File: config.mk
export PLATFORM = sky130hd
export DESIGN_NAME = trace_trigger_seq
export DESIGN_NICKNAME = d
export VERILOG_FILES = /design/src/rtl/trace_trigger_seq.sv
export SDC_FILE = /design/constraint.sdc
export NUM_CORES = 1
export LEC_CHECK = 0
export ABC_CLOCK_PERIOD_IN_PS = 10300
export BUFFER_PORTS_ARGS = -buffer_cell sky130_fd_sc_hd__clkbuf_2
export CAP_MARGIN = 10
export CORE_ASPECT_RATIO = 1.5
export CORE_MARGIN = 2
export CORE_UTILIZATION = 50
export DETAILED_ROUTE_END_ITERATION = 10
export PLACE_DENSITY_LB_ADDON = 0.25
export SYNTH_ARGS = -nofsm -noshare
export SYNTH_HDL_FRONTEND = slang
export SYNTH_SLANG_ARGS = --single-unit
File: constraint.sdc
create_clock -name TRACECLK -period 10.3 [get_ports TRACECLK]
set_clock_uncertainty 0.15 [all_clocks]
set_input_delay 0.515 -clock TRACECLK [delete_from_list [all_inputs] [get_ports TRACECLK]]
set_output_delay 0.515 -clock TRACECLK [all_outputs]
set_load 0.01 [all_outputs]
File: src/rtl/trace_trigger_seq.sv
// trace_trigger_seq: counts qualifying trace-match pulses while armed, waits a
// programmable delay, then drives a trigger pulse of programmable width.
//
// Ports:
//   TRACECLK, resetn      - clock and synchronous active-low reset
//   I_matching_pattern    - per-rule one-cycle match pulses
//   I_rule_select         - rules that qualify a match (latched on arm)
//   I_match_count         - matches required, 0 acts as 1 (latched on arm)
//   I_delay               - cycles from final match to trigger (latched on arm)
//   I_pulse_width         - trigger high time, 0 acts as 1 (latched on arm)
//   I_arm, I_disarm       - single-cycle arm / abort requests (disarm wins)
//   O_trig_out            - registered trigger pulse
//   O_armed               - high while in ARMED
//   O_done                - sequence complete
//   O_match_total         - saturating count of qualifying matches
//
// Build option: define TRACE_TRIG_SEQ_AUTOREARM_EN to return to ARMED after
// each pulse (O_done then pulses for one cycle) instead of stopping in DONE.

module trace_trigger_seq #(
    parameter int pMATCH_RULES = 8,
    parameter int pCOUNT_WIDTH = 16,
    parameter int pDELAY_WIDTH = 16,
    parameter int pWIDTH_WIDTH = 8
) (
    input  logic                    TRACECLK,
    input  logic                    resetn,
    input  logic [pMATCH_RULES-1:0] I_matching_pattern,
    input  logic [pMATCH_RULES-1:0] I_rule_select,
    input  logic [pCOUNT_WIDTH-1:0] I_match_count,
    input  logic [pDELAY_WIDTH-1:0] I_delay,
    input  logic [pWIDTH_WIDTH-1:0] I_pulse_width,
    input  logic                    I_arm,
    input  logic                    I_disarm,
    output logic                    O_trig_out,
    output logic                    O_armed,
    output logic                    O_done,
    output logic [pCOUNT_WIDTH-1:0] O_match_total
);

    typedef enum logic [2:0] {
        ST_IDLE  = 3'd0,
        ST_ARMED = 3'd1,
        ST_DELAY = 3'd2,
        ST_PULSE = 3'd3,
        ST_DONE  = 3'd4
    } state_t;

    state_t state_q, state_d;

    logic [pMATCH_RULES-1:0] sel_q, sel_d;
    logic [pCOUNT_WIDTH-1:0] thr_q, thr_d;
    logic [pDELAY_WIDTH-1:0] dly_q, dly_d;
    logic [pWIDTH_WIDTH-1:0] wid_q, wid_d;

    logic [pCOUNT_WIDTH-1:0] cnt_q, cnt_d;
    logic [pCOUNT_WIDTH-1:0] total_q, total_d;
    logic [pDELAY_WIDTH-1:0] dcnt_q, dcnt_d;
    logic [pWIDTH_WIDTH-1:0] wcnt_q, wcnt_d;

    logic trig_q, trig_d;
    logic armed_q, armed_d;
    logic done_q, done_d;

`ifdef TRACE_TRIG_SEQ_AUTOREARM_EN
    logic rearm_q, rearm_d;
`endif

    logic                    qual;
    logic                    arm_ok;
    logic [pCOUNT_WIDTH-1:0] cnt_inc;
    logic                    pulse_end;

    always_comb begin
        qual      = |(I_matching_pattern & sel_q);
        arm_ok    = I_arm && !I_disarm;
        cnt_inc   = (cnt_q == '1) ? cnt_q : cnt_q + pCOUNT_WIDTH'(1);
        pulse_end = 1'b0;

        state_d = state_q;
        sel_d   = sel_q;
        thr_d   = thr_q;
        dly_d   = dly_q;
        wid_d   = wid_q;
        cnt_d   = cnt_q;
        total_d = total_q;
        dcnt_d  = dcnt_q;
        wcnt_d  = wcnt_q;

        unique case (state_q)
            ST_IDLE, ST_DONE: begin
                // Total is cleared on a new arm rather than on entry to
                // IDLE so that an abort leaves the count visible.
                if (arm_ok) begin
                    state_d = ST_ARMED;
                    cnt_d   = '0;
                    total_d = '0;
                    sel_d   = I_rule_select;
                    dly_d   = I_delay;
                    thr_d   = (I_match_count == '0)
                              ? pCOUNT_WIDTH'(1) : I_match_count;
                    wid_d   = (I_pulse_width == '0)
                              ? pWIDTH_WIDTH'(1) : I_pulse_width;
                end
            end
            ST_ARMED: begin
                if (qual) begin
                    cnt_d   = cnt_inc;
                    total_d = (total_q == '1)
                              ? total_q : total_q + pCOUNT_WIDTH'(1);
                    if (cnt_inc >= thr_q) begin
                        if (dly_q == '0) begin
                            state_d = ST_PULSE;
                            wcnt_d  = wid_q;
                        end else begin
                            state_d = ST_DELAY;
                            dcnt_d  = dly_q;
                        end
                    end
                end
            end
            ST_DELAY: begin
                if (dcnt_q != '0) begin
                    dcnt_d = dcnt_q - pDELAY_WIDTH'(1);
                end
                if (dcnt_q <= pDELAY_WIDTH'(1)) begin
                    state_d = ST_PULSE;
                    wcnt_d  = wid_q;
                end
            end
            ST_PULSE: begin
                if (wcnt_q != '0) begin
                    wcnt_d = wcnt_q - pWIDTH_WIDTH'(1);
                end
                if (wcnt_q <= pWIDTH_WIDTH'(1)) begin
                    pulse_end = 1'b1;
`ifdef TRACE_TRIG_SEQ_AUTOREARM_EN
                    state_d = ST_ARMED;
                    cnt_d   = '0;
`else
                    state_d = ST_DONE;
`endif
                end
            end
            default: begin
                state_d = ST_IDLE;
            end
        endcase

        if (I_disarm) begin
            state_d = ST_IDLE;
        end

        // Trigger and done lag the state by one edge so that the trigger
        // rises one cycle after the final match even with zero delay.
        armed_d = (state_d == ST_ARMED);
        trig_d  = (state_q == ST_PULSE) && !I_disarm;
`ifdef TRACE_TRIG_SEQ_AUTOREARM_EN
        rearm_d = pulse_end && !I_disarm;
        done_d  = rearm_q && !I_disarm;
`else
        done_d  = (state_q == ST_DONE) && (state_d == ST_DONE)
                  && !pulse_end;
`endif
    end

    always_ff @(posedge TRACECLK) begin
        if (!resetn) begin
            state_q <= ST_IDLE;
            sel_q   <= '0;
            thr_q   <= '0;
            dly_q   <= '0;
            wid_q   <= '0;
            cnt_q   <= '0;
            total_q <= '0;
            dcnt_q  <= '0;
            wcnt_q  <= '0;
            trig_q  <= 1'b0;
            armed_q <= 1'b0;
            done_q  <= 1'b0;
`ifdef TRACE_TRIG_SEQ_AUTOREARM_EN
            rearm_q <= 1'b0;
`endif
        end else begin
            state_q <= state_d;
            sel_q   <= sel_d;
            thr_q   <= thr_d;
            dly_q   <= dly_d;
            wid_q   <= wid_d;
            cnt_q   <= cnt_d;
            total_q <= total_d;
            dcnt_q  <= dcnt_d;
            wcnt_q  <= wcnt_d;
            trig_q  <= trig_d;
            armed_q <= armed_d;
            done_q  <= done_d;
`ifdef TRACE_TRIG_SEQ_AUTOREARM_EN
            rearm_q <= rearm_d;
`endif
        end
    end

    assign O_trig_out    = trig_q;
    assign O_armed       = armed_q;
    assign O_done        = done_q;
    assign O_match_total = total_q;

endmodule

==> results.md <==
* Cell variety after synth at 66
* Fmax at ~220 MHz
* WL final at 14500 um
* GP Congestion at 0.865
* Clock root buffer: clkbuf_16
* I/O Buffers at 78
* Number of cell rows at between 40 and 50
* # resized after CTS at 0
* Hold Fails Final Rpt at 0
* Maximum VDD drop at between 0.00008 and 0.00009 V
* Main synth FF type: dfxtp_1
* Starting Density at between 50 and 60%
* Register Area at between 2000 and 2500 um^2
* Synthesized area at 5740 um^2
* Main area contributors after synthesis: dfxtp_1 38%, nand2_1 9.7%, a21oi_1 7.1%, ha_1 4.8%, nor2_1 3.6%
* Mapped Cells at 743
* Antenna cells at 0
* Overflow after GRT at 0
* Post-route antenna net violation count at 0
* Die height at ~140 um
* CP Launch Type: flip-flop
* Met3 usage at ~2.4%
* Area delta synth->final at 14.0%
* Cell taking the most area after synthesis: dfxtp_1
* Layout cells sized above 1 at 14.7%
* Met2 Use GR at 41.1%
* Slew headroom at 31.6%
* Ys async rst share at 0%
* Global route hottest layer: met2
* Synthesis Warnings at 0
* # IOs at a little under 80
* Count of pins over their slew limit at 0
* FF+latch count, synth at between 100 and 150
* Unrepaired setup endpoints after global routing: no
* Starting DRT DRC Count at 409
* CP arrival at 4.68 ns
* Top cell type's share of synthesized area at 38.4%
* Worst-path clk slew at ~0.070 ns
* Largest net degree at the start of global routing at 61
* Worst skew pair latency at ~0.35 ns
* Commonest non-fill, non-tap cell in the layout: nand2_1
* PD cells at 144 nW/um^2
* Multi-input gate area at 3280 um^2
* Initial antenna violation count at 0
* Worst EP required at around 10 ns
* Number of synthesized flops with an enable pin at 0
* Htree depth at 3
* Gr usage total at 23.4%
* Worst hold path type: input port to flip-flop
* M1 GR Usage at 27.9%
* Tcrit/Tclk final at between 40% and 50%
* Max Cap Viol at 0
* CTS Sinks at 110
* CP max-delay cell: nand2_1
* Final Util at 58.9%
* Die W at 91.5 um
* Crit path time final at ~4.5 ns
* Post-synthesis sequential area ratio at 38.4%
* Post-CTS Setup Repair Bufs at 0
* Hold buffer count at cts at 0
* CP endpoint kind: flip-flop
* Crit-path cells: and4_1, nand4_1, nor3_1, nor2_1, nand3_1, xnor2_1, ha_1, a211oi_1, nor2_1, a211oi_1, o2111ai_1, nand2_1, mux2_2, o21a_1
* Sum Neg Setup Slack at 0 ns
* Vias in the first global route at 5132
* Commonest non-fill, non-tap cells in the layout: 148 x nand2_1, 110 x dfxtp_1, 81 x a21oi_1
* Worst Tran Pin Value at between 1 and 1.5 ns
* Fillers at between 1000 and 1500
* Max FO, Critical Path at 32
* WL/cell at 15.3 um
* Max incr delay on CP at slightly below 0.8 ns
* 1st-pass router iterations at 7
* Vias at 5461
* Final HPWL DP at ~10000 um
* Mapped Avg Cell Area at 7.72 um^2
* Core region area at approximately 11000 um^2
* Net Count, Synth at 825
* Critical path class: flip-flop to flip-flop
* Nets at 878
* DRC Markers at 0
* CTS tree: yes
* Die Footprint at about 12000 um^2
* TritonCTS buffer count at 9
* First-pass GRT wire length at 23800 um
* Run status: finished, final reports clean
* CTS max path bufs at 2
* Vias per std cell at 5.76
* Leakage at around 2.5 nW
* Final Setup Violations at 0
## path summary, 6_finish.rpt
| kind | slack (ns) | end | cells past startpoint | start |
|---|---|---|---|---|
| max | 5.77 | dcnt_q[0] | 14 | cnt_q[3] |
| min | 0.23 | dly_q[9] | 3 | I_delay[9] |
| max reg2reg | 5.77 | dcnt_q[0] | 14 | cnt_q[3] |
| min reg2reg | 0.30 | wid_q[4] | 2 | wid_q[4] |
## layer usage
layer  wire, um  share of wire [%]
met1       6070                 42
met2       7350                 51
met3        489                3.4
met4        589                4.1
met5          0                  0
## power breakdown
group	leakage, nW	internal [W]	switching, W	total [W]
logic	1.48	0.0000284	0.0000493	0.0000777
registers	0.891	0.000435	0.00000707	0.000443
clock network	0.174	0.000264	0.000158	0.000422
total	2.54	0.000727	0.000215	0.000942
## kinds of logic after synthesis
logic type	after synthesis	synth area share, %
and+or+nand+nor	326	27.2
xor gates and xnor gates	23	3.51
muxes	5	0.938
AOI/OAI and AO/OA	190	20.5
buffers and inverters	67	4.67
DFF	110	38.4
adders and majority gates	22	4.80
## state kept, by name, indices dropped and copies added, names as in the netlist
name and cells:
O_armed 1, state_q 3, dcnt_q 16, dly_q 16
wcnt_q 8, cnt_q 16, O_trig_out 1, O_match_total 16
sel_q 8, wid_q 8, thr_q 16, O_done 1
## cell usage after synthesis (2+ instances only)
master / n
o22ai_1: 2
nor2_1: 55
a21o_1: 4
a22o_1: 3
nand3b_1: 3
or3_1: 5
nand4_1: 14
dfxtp_1: 110
and2_1: 7
nand2b_1: 5
a31o_2: 2
and3_1: 10
o32ai_1: 4
clkbuf_1: 29
mux2_2: 3
nor3b_1: 2
mux2i_1: 2
and4_1: 3
nand2_1: 148
or4_1: 3
xor2_1: 14
nor2b_1: 2
o21a_1: 7
o21ai_0: 35
o2111ai_1: 3
nor3_1: 16
a211oi_1: 3
nand3_1: 23
buf_1: 2
buf_2: 6
ha_1: 22
a31oi_1: 7
nor4_1: 16
o211ai_1: 8
o41ai_1: 3
inv_1: 27
o31ai_1: 10
a22oi_1: 5
nor4_2: 2
or4_4: 2
xnor2_1: 9
or2_2: 3
a21oi_1: 81
## layout make-up
type / instances / area share, %
Inverter: 28 / 1.61
Clock buffer: 11 / 3.56
Clock inverter: 5 / 1.97
Multi-Input combinational cell: 566 / 50.1
Timing Repair Buffer: 81 / 6.31
Tap cell: 147 / 2.81
Sequential cell: 110 / 33.7
## through the flow
stage | setup slack [ns] | instance area (um^2) | hold WS [ns] | instances | total power (W)
global placement | 6.03 | 6180 | 0.292 | 932 | 0.000527
CTS | 5.86 | 6540 | 0.223 | 948 | 0.000948
floorplan | 6.79 | 5740 | 0.286 | 743 | 0.000499
finish | 5.77 | 6540 | 0.226 | 948 | 0.000942
detailed placement | 5.88 | 6180 | 0.298 | 932 | 0.000529
global route | 5.39 | 6540 | 0.240 | 948 | 0.000976
## worst max-delay path: cells and delay by family, from the launching register on
family	cells	cell delay (ns)
compound gates	4	1.06
fa+ha+maj	1	0.28
flops	1	0.45
mux	1	0.31
simple gates	7	2.07
xor+xnor	1	0.15
No activity file was read; power rests on OpenSTA's default activity.
